### config.mk
export PLATFORM = sky130hd
export DESIGN_NAME = controle_excecao_flat
export DESIGN_NICKNAME = d
export VERILOG_FILES = /design/src/rtl/excecao_pkg.sv /design/src/rtl/controle_excecao_if.sv /design/src/rtl/controle_excecao.sv /design/src/flat_wrapper.sv
export SDC_FILE = /design/constraint.sdc
export NUM_CORES = 1
export LEC_CHECK = 0
export ABC_AREA = 1
export BUFFER_PORTS_ARGS = -buffer_cell sky130_fd_sc_hd__buf_2
export CORE_AREA = 2 2 156 158
export CTS_BUF_LIST = sky130_fd_sc_hd__clkbuf_8
export DETAILED_ROUTE_END_ITERATION = 10
export DIE_AREA = 0 0 158 160
export PLACE_DENSITY = 0.65
export SKIP_CTS_REPAIR_TIMING = 1
export SYNTH_ARGS = -nofsm -noshare
export SYNTH_HDL_FRONTEND = slang
export SYNTH_SLANG_ARGS = --single-unit
### constraint.sdc
create_clock -name clk -period 2.5 [get_ports clk]
set_clock_uncertainty 0.05 [all_clocks]
set_input_delay 0.25 -clock clk [delete_from_list [all_inputs] [get_ports clk]]
set_output_delay 0.25 -clock clk [all_outputs]
set_load 0.02 [all_outputs]
### src/rtl/excecao_pkg.sv
// Shared types and constants for the exception sequencer: state encoding,
// cause codes and the default handler-vector addresses in data memory.
package excecao_pkg;

    typedef enum logic [2:0] {
        EST_IDLE     = 3'd0,
        EST_SAVE     = 3'd1,
        EST_MEM_REQ  = 3'd2,
        EST_MEM_WAIT = 3'd3,
        EST_LOAD_PC  = 3'd4,
        EST_RET      = 3'd5,
        EST_HALT     = 3'd6
    } estado_exc_t;

    localparam logic [63:0] CAUSA_OPCODE     = 64'd0;
    localparam logic [63:0] CAUSA_OVERFLOW   = 64'd1;

    localparam logic [63:0] VEC_OPCODE_DEF   = 64'd254;
    localparam logic [63:0] VEC_OVERFLOW_DEF = 64'd255;

    // PCOut already points past the faulting instruction; step back one word.
    function automatic logic [63:0] epc_de_pc(input logic [63:0] pc);
        return pc - 64'd4;
    endfunction

    // Handler address is a single memory byte, zero-extended.
    function automatic logic [63:0] handler_de_byte(input logic [7:0] b);
        return {56'd0, b};
    endfunction

endpackage

### src/rtl/controle_excecao_if.sv
// Port bundle between the exception sequencer (slave) and the datapath /
// control unit that feeds it events and consumes its strobes (master).
interface controle_excecao_if;

    logic        ExcOpcode;
    logic        ExcOverflow;
    logic        Eret;
    logic [63:0] PCOut;
    logic [63:0] MemDataIn;

    logic        Busy;
    logic        LoadEPC;
    logic [63:0] EPCValue;
    logic        LoadCausa;
    logic [63:0] CausaValue;
    logic [63:0] MemAddr;
    logic        MemRead;
    logic        LoadPC;
    logic [63:0] PCValue;
    logic        ExcAck;
    logic        InHandler;
    logic        Halted;

    modport slave (
        input  ExcOpcode, ExcOverflow, Eret, PCOut, MemDataIn,
        output Busy, LoadEPC, EPCValue, LoadCausa, CausaValue, MemAddr,
        output MemRead, LoadPC, PCValue, ExcAck, InHandler, Halted
    );

    modport master (
        output ExcOpcode, ExcOverflow, Eret, PCOut, MemDataIn,
        input  Busy, LoadEPC, EPCValue, LoadCausa, CausaValue, MemAddr,
        input  MemRead, LoadPC, PCValue, ExcAck, InHandler, Halted
    );

endinterface

### src/rtl/controle_excecao.sv
// Multicycle exception sequencer: saves EPC/cause, fetches the handler byte
// from data memory, redirects the PC, and handles Eret and double faults.
module controle_excecao
    import excecao_pkg::*;
#(
    parameter logic [63:0] VEC_OPCODE   = VEC_OPCODE_DEF,
    parameter logic [63:0] VEC_OVERFLOW = VEC_OVERFLOW_DEF
) (
    input  logic                 clk,
    input  logic                 Reset,
    controle_excecao_if.slave    bus
);

    estado_exc_t estado_q, estado_d;

    logic [63:0] epc_q,     epc_d;
    logic [63:0] causa_q,   causa_d;
    logic [63:0] vetor_q,   vetor_d;
    logic [63:0] handler_q, handler_d;
    logic [63:0] pc_val_q,  pc_val_d;
    logic        in_handler_q, in_handler_d;
    logic        halted_q,     halted_d;

    logic        excecao;
    logic        unused_mem_hi;

    assign excecao       = bus.ExcOpcode | bus.ExcOverflow;
    assign unused_mem_hi = ^bus.MemDataIn[63:8];

    always_ff @(posedge clk or negedge Reset) begin
        if (!Reset) begin
            estado_q     <= EST_IDLE;
            epc_q        <= 64'd0;
            causa_q      <= 64'd0;
            vetor_q      <= 64'd0;
            handler_q    <= 64'd0;
            pc_val_q     <= 64'd0;
            in_handler_q <= 1'b0;
            halted_q     <= 1'b0;
        end else begin
            estado_q     <= estado_d;
            epc_q        <= epc_d;
            causa_q      <= causa_d;
            vetor_q      <= vetor_d;
            handler_q    <= handler_d;
            pc_val_q     <= pc_val_d;
            in_handler_q <= in_handler_d;
            halted_q     <= halted_d;
        end
    end

    // Exceptions outrank Eret; an exception inside a handler is fatal.
    always_comb begin
        estado_d = estado_q;
        case (estado_q)
            EST_IDLE: begin
                if (excecao) begin
                    estado_d = in_handler_q ? EST_HALT : EST_SAVE;
                end else if (bus.Eret && in_handler_q) begin
                    estado_d = EST_RET;
                end
            end
            EST_SAVE:     estado_d = EST_MEM_REQ;
            EST_MEM_REQ:  estado_d = EST_MEM_WAIT;
            EST_MEM_WAIT: estado_d = EST_LOAD_PC;
            EST_LOAD_PC:  estado_d = EST_IDLE;
            EST_RET:      estado_d = EST_IDLE;
            EST_HALT:     estado_d = EST_HALT;
            default:      estado_d = EST_IDLE;
        endcase
    end

    always_comb begin
        epc_d        = epc_q;
        causa_d      = causa_q;
        vetor_d      = vetor_q;
        handler_d    = handler_q;
        pc_val_d     = pc_val_q;
        in_handler_d = in_handler_q;
        halted_d     = halted_q;
        case (estado_q)
            EST_IDLE: begin
                if (excecao && !in_handler_q) begin
                    epc_d   = epc_de_pc(bus.PCOut);
                    causa_d = bus.ExcOpcode ? CAUSA_OPCODE : CAUSA_OVERFLOW;
                    vetor_d = bus.ExcOpcode ? VEC_OPCODE   : VEC_OVERFLOW;
                end else if (excecao) begin
                    halted_d = 1'b1;
                end else if (bus.Eret && in_handler_q) begin
                    pc_val_d = epc_q;
                end
            end
            EST_MEM_WAIT: begin
                handler_d = handler_de_byte(bus.MemDataIn[7:0]);
                pc_val_d  = handler_de_byte(bus.MemDataIn[7:0]);
            end
            EST_LOAD_PC: in_handler_d = 1'b1;
            EST_RET:     in_handler_d = 1'b0;
            default: ;
        endcase
    end

    // Value outputs always show the last captured register; only strobes decode state.
    always_comb begin
        bus.Busy       = 1'b0;
        bus.LoadEPC    = 1'b0;
        bus.LoadCausa  = 1'b0;
        bus.MemRead    = 1'b0;
        bus.LoadPC     = 1'b0;
        bus.ExcAck     = 1'b0;
        bus.EPCValue   = epc_q;
        bus.CausaValue = causa_q;
        bus.MemAddr    = vetor_q;
        bus.PCValue    = pc_val_q;
        bus.InHandler  = in_handler_q;
        bus.Halted     = halted_q;
        case (estado_q)
            EST_SAVE: begin
                bus.Busy      = 1'b1;
                bus.LoadEPC   = 1'b1;
                bus.LoadCausa = 1'b1;
            end
            EST_MEM_REQ, EST_MEM_WAIT: begin
                bus.Busy    = 1'b1;
                bus.MemRead = 1'b1;
            end
            EST_LOAD_PC: begin
                bus.Busy    = 1'b1;
                bus.LoadPC  = 1'b1;
                bus.ExcAck  = 1'b1;
                bus.PCValue = handler_q;
            end
            EST_RET: begin
                bus.Busy   = 1'b1;
                bus.LoadPC = 1'b1;
            end
            default: ;
        endcase
    end

endmodule

### src/flat_wrapper.sv
// flat-port wrapper written by rule: the top's interface ports become plain ports
module controle_excecao_flat import excecao_pkg::*;
#(
    parameter logic [63:0] VEC_OPCODE   = VEC_OPCODE_DEF,
    parameter logic [63:0] VEC_OVERFLOW = VEC_OVERFLOW_DEF
)
  (clk, Reset, bus_ExcOpcode, bus_ExcOverflow, bus_Eret, bus_PCOut, bus_MemDataIn, bus_Busy, bus_LoadEPC, bus_EPCValue, bus_LoadCausa, bus_CausaValue, bus_MemAddr, bus_MemRead, bus_LoadPC, bus_PCValue, bus_ExcAck, bus_InHandler, bus_Halted);
  controle_excecao_if bus_i ();
  input  logic clk;
  input  logic Reset;
  input wire logic [$bits(bus_i.ExcOpcode)-1:0] bus_ExcOpcode;
  input wire logic [$bits(bus_i.ExcOverflow)-1:0] bus_ExcOverflow;
  input wire logic [$bits(bus_i.Eret)-1:0] bus_Eret;
  input wire logic [$bits(bus_i.PCOut)-1:0] bus_PCOut;
  input wire logic [$bits(bus_i.MemDataIn)-1:0] bus_MemDataIn;
  output wire logic [$bits(bus_i.Busy)-1:0] bus_Busy;
  output wire logic [$bits(bus_i.LoadEPC)-1:0] bus_LoadEPC;
  output wire logic [$bits(bus_i.EPCValue)-1:0] bus_EPCValue;
  output wire logic [$bits(bus_i.LoadCausa)-1:0] bus_LoadCausa;
  output wire logic [$bits(bus_i.CausaValue)-1:0] bus_CausaValue;
  output wire logic [$bits(bus_i.MemAddr)-1:0] bus_MemAddr;
  output wire logic [$bits(bus_i.MemRead)-1:0] bus_MemRead;
  output wire logic [$bits(bus_i.LoadPC)-1:0] bus_LoadPC;
  output wire logic [$bits(bus_i.PCValue)-1:0] bus_PCValue;
  output wire logic [$bits(bus_i.ExcAck)-1:0] bus_ExcAck;
  output wire logic [$bits(bus_i.InHandler)-1:0] bus_InHandler;
  output wire logic [$bits(bus_i.Halted)-1:0] bus_Halted;
  assign bus_i.ExcOpcode = bus_ExcOpcode;
  assign bus_i.ExcOverflow = bus_ExcOverflow;
  assign bus_i.Eret = bus_Eret;
  assign bus_i.PCOut = bus_PCOut;
  assign bus_i.MemDataIn = bus_MemDataIn;
  assign bus_Busy = bus_i.Busy;
  assign bus_LoadEPC = bus_i.LoadEPC;
  assign bus_EPCValue = bus_i.EPCValue;
  assign bus_LoadCausa = bus_i.LoadCausa;
  assign bus_CausaValue = bus_i.CausaValue;
  assign bus_MemAddr = bus_i.MemAddr;
  assign bus_MemRead = bus_i.MemRead;
  assign bus_LoadPC = bus_i.LoadPC;
  assign bus_PCValue = bus_i.PCValue;
  assign bus_ExcAck = bus_i.ExcAck;
  assign bus_InHandler = bus_i.InHandler;
  assign bus_Halted = bus_i.Halted;
  controle_excecao #(.VEC_OPCODE(VEC_OPCODE), .VEC_OVERFLOW(VEC_OVERFLOW)) u_core (.clk(clk), .Reset(Reset), .bus(bus_i));
endmodule
---- After elaboration in Yosys (flattened, before gate mapping) ----
Cells that the tools add are included.
word-level totals
  bits of input ports ..................... 133
  output and inout bits ................... 264
  register bits after elaboration ......... 269
cells by class
  eq/ne operators ......................... 10
  muxes and demuxes ....................... 17
  add/subtract/negate cells ............... 1
  reduce and logical (&&, ||, !) cells .... 12
  bitwise gates (word level) .............. 2
operator list
  kind                   number
  $mux 64                4
  $pmux 64 s2            1
  $sub 64x3->64 const B  1
  $pmux 3 s5             1
  $eq 3x3->1 const B     3
  $mux 3                 3
  $mux 1                 7
  $eq 3x2->1 const B     2
  $reduce_or 5->1        1
  $ne 2x2->1 const B     2
  $reduce_and 4->1       1
  $reduce_bool 2->1      2
  $reduce_or 2->1        2
  $eq 3x1->1 const B     1
  $logic_not 3->1        1
  $ne 3x1->1 const B     1
  $reduce_and 3->1       1
  $logic_and 1x1->1      2
  $ne 2x1->1 const B     1
  $pmux 1 s2             1
  $reduce_and 2->1       1
  $logic_not 1->1        1
  $not 1->1              1
  $or 1x1->1             1

---- Longest topological paths before layout ----
  depth in word-level cells ............... 5
  gate-level depth with buffers ........... 12
  depth with buffers taken out ............ 11

---- Worst setup path after synthesis ----
OpenSTA, ideal clock, no wires.
  path type ............................... flip-flop to output port
  start ................................... reg u_core.estado_q[1]
  end ..................................... out bus_PCValue[54]
  data arrival time ....................... 1,445 ps
  path buffers ............................ 2
  required time ........................... 2,200 ps
  slack ................................... 755 ps
  cell stages (with the launch flop) ...... 7
  path through ............................ dfrtp_1 buf_6 nor2_1 nand2_1 inv_1 clkbuf_1 nor2_1
between the ends
  longest elaborated chain between the ends .. 2
ends and longest elaborated chain
  element                   RTL line                 text
  start: declaration        controle_excecao.sv:14   estado_exc_t estado_q, estado_d;
  start signal: assignment  controle_excecao.sv:41   estado_q <= estado_d;
  $eq 3x3->1                controle_excecao.sv:117  case (estado_q)
  $mux 64                   controle_excecao.sv:117
  end: declaration          flat_wrapper.sv:24       output wire logic [$bits(bus_i.PCValue)-1:0] bus_PCValue;
No other way between the ends.

---- Worst setup path in the final report ----
  start ................................... reg u_core.estado_q[1]
  end ..................................... out bus_PCValue[39]
The elaborated chain is that of the path after synthesis.

==> results.py <==
metrics = {
    "power": {
        "p_leak_uw": 0.005489,
        "finalPower_uw": 12770,
        "vdd_drop_max_mv": 0.4595,
        "powerDensity_mw_per_mm2": 1202,
    },
    "synth": {
        "syn_inst": 1270,
        "syn_area_mm2": 0.009174,
        "ys_seq_area_share_pct": 39.01,
        "yosys.area.top_type_share_pct": 39.01,
        "synth_cell_types": 38,
        "synth.avg_cell_area_um2": 7.223,
        "synth-seq-cells": 143,
        "yosysWarnings": 0,
        "synth.area.top_cells": "dfrtp_1 (39%), nand2_1 (13%), buf_4 (10%)",
        "synth_top_area_cell": "dfrtp_1",
    },
    "timing": {
        "min_period_ps": 2229,
        "slew_viol_final": 0,
        "whs_ps": -12.47,
        "fmax_mhz": 448.6,
        "max_slew.worst_pin.slew_ps": 864.5,
        "fin_ws_ps": 271.0,
        "hold_viol": 2,
        "max-slew-margin-rel_pct": 42.36,
        "fin_crit_sh_pct": 89.16,
        "grt_setup_unrepaired": "false",
        "tns_ps": 0,
        "finalSetupViolCount": 0,
    },
    "placement": {
        "hpwl_mm": 20.97,
        "post-place-ws_ps": 506.7,
        "numPortBuffers": 221,
        "gp_congestion": 0.8965,
        "numPlacedInstances": 1776,
    },
    "finish": {
        "fillers": 2534,
        "fin_util_pct": 44.61,
        "fin_nets": 1616,
        "drive_gt1_share_pct": 22.74,
        "syn2layout_area_growth_pct": 15.82,
        "instances_no_fill": 1823,
    },
    "floorplan": {
        "die_area_mm2": 0.02528,
        "row_count": 57,
        "ios": 397,
        "start_util_pct": 38.51,
        "die_h_um": 160,
        "core_region_area_mm2": 0.02382,
        "die_w_um": 158,
    },
    "global_route": {
        "grt_max_degree": 73,
        "gr-total-overflow": 0,
        "globalRouteTotalUtil_pct": 21.16,
        "antenna_found_initial": 8,
        "grt_pass1_wl_mm": 41.26,
        "grt_pass1_vias": 7610,
    },
    "critical_path": {
        "slowest_stage": "dfrtp_2",
        "worstRegToRegCells": 10,
        "cp-end-kind": "primary output",
        "cp_max_fo": 42,
        "cp.required_ps": 2200,
        "worstPathArrival_ps": 1930,
        "start_kind": "flop",
        "crit_chain": "nor2_1, nand2_1, inv_4, buf_12, nor2_1, buf_2",
        "reg2reg_slack_ps": 540,
        "setup.worst_path.class": "flop to primary output",
        "critical-path-max-stage-delay_ps": 500,
        "crit_top_cell": "nor2_1",
    },
    "min_path": {
        "hold_path.class": "primary input to flop",
        "hold_depth": 3,
    },
    "routing": {
        "finalWirelength_mm": 27.00,
        "num_vias": 8304,
        "wl_per_cell_um": 14.81,
        "postRouteAntennaNets": 0,
        "drt_first_pass_iters": 5,
        "drc": 0,
        "initialDrtViolationCount": 548,
        "vias_per_cell": 4.555,
    },
    "job": {
        "drv_cap": 0,
    },
    "cts": {
        "clk_latency_ps": 460,
        "numCtsBuffers": 17,
        "clk_pin_slew_ps": 90,
        "cts-root-buf": "clkbuf_8",
        "cts_tree": "yes",
        "cts.sinks": 143,
        "h-tree-depth": 4,
        "cts_buffer_depth": 2,
    },
    "outcome": {
        "status": "finished with violations",
        "failed_checks": "negative hold slack",
    },
}
-- cell usage after synthesis --
cell,number
nand2_2,3
ha_1,1
or2_2,1
o21ai_2,16
nand2_4,4
nor2_4,4
nor3_1,1
buf_8,3
clkbuf_1,14
xnor2_1,3
o21a_1,3
nand3_2,30
a31oi_1,4
nor2_1,210
a221oi_1,1
inv_2,4
inv_4,2
buf_1,1
xor2_1,20
nand3_1,83
nor2_2,7
nor2_8,1
nand2_1,327
o21ai_1,42
conb_1,1
dfrtp_1,143
or2_1,1
buf_2,16
buf_6,8
and2_1,2
a311oi_1,1
o21ai_0,49
buf_4,128
inv_1,131
a21oi_1,2
nand4_1,1
o21bai_1,1
nand3b_1,1
-- cells in the final DEF, fill, tap and decap left out, drive strengths merged, types with 11 or more instances in the layout --
cell type	n
nand2	334
buf	234
nor2	222
dfrtp	143
inv	141
conb	119
nand3	113
o21ai	107
xor2	20
clkbuf	18
dlygate4sd3	11
-- power by group --
| part | internal (uW) | leakage [uW] | total, uW | switching, uW |
|---|---|---|---|---|
| sequential | 3400 | 0.00178 | 4120 | 724 |
| clock | 1030 | 0.000207 | 2010 | 985 |
| combinational | 2130 | 0.00351 | 6640 | 4500 |
| total | 6560 | 0.00549 | 12800 | 6210 |
-- final timing paths --
path / startpoint / endpoint
worst min-delay path: bus_MemDataIn[4] / u_core.handler_q[4]$_DFFE_PN0P_
worst min register to register: u_core.bus.Halted$_DFFE_PN0P_ / u_core.bus.Halted$_DFFE_PN0P_
min in group asynchronous: Reset / u_core.pc_val_q[13]$_DFFE_PN0P_
worst max register to register: u_core.estado_q[2]$_DFFE_PN0P_ / u_core.bus.EPCValue[26]$_DFFE_PN0P_
worst max-delay path: u_core.estado_q[1]$_DFFE_PN0P_ / bus_PCValue[39]
max in group asynchronous: Reset / u_core.bus.EPCValue[52]$_DFFE_PN0P_
-- worst max-delay path, delay by kind of cell, from the launching register on --
family                 cells  cell delay (ps)
buffers and inverters      3              620
DFF                        1              500
and+or+nand+nor            3              300
-- stage by stage --
step                cell area [um^2]  hold WS [ps]
finish                         10630        -12.47
global route                   10620         15.12
CTS                            10500        -302.0
detailed placement             10070         200.5
global placement               10070         205.1
floorplan                       9617        -95.59
-- routing by layer --
layer | vias up | GRT usage [%] | share of wire [%]
met4 | 6 | 5.037 | 1.3
met5 | - | 0 | 0.13
met3 | 25 | 5.455 | 7.0
met2 | 295 | 34.68 | 47
met1 | 3874 | 27.99 | 44
li1 | 4104 | - | -
-- cell families after synthesis --
group                      Yosys count  synth area share [%]
AOI/OAI and AO/OA                  119                 7.392
xor gates and xnor gates            23                 2.196
adders and majority gates            1                0.1364
buffers and inverters              307                 19.09
DFF                                143                 39.01
other                                1               0.04088
and+or+nand+nor                    676                 32.13
-- registers in the layout, indices dropped and copies added (netlist names) --
name / cells
u_core.bus.EPCValue: 64
u_core.bus.Halted: 1
u_core.bus.InHandler: 1
u_core.bus.MemAddr: 2
u_core.estado_q: 3
u_core.handler_q: 8
u_core.pc_val_q: 64
-- area by class of cell --
type | count | area, um^2 | area share, %
multi-input cells | 938 | 4287 | 40.34
inverters | 137 | 521.8 | 4.910
well taps | 324 | 405.4 | 3.815
flip-flops and latches | 143 | 3580 | 33.69
diodes | 4 | 10.01 | 0.09421
repair buffers | 245 | 1395 | 13.13
clock inverters | 14 | 178.9 | 1.684
clock buffers | 18 | 247.7 | 2.332
(Power assumes the default switching activity.)
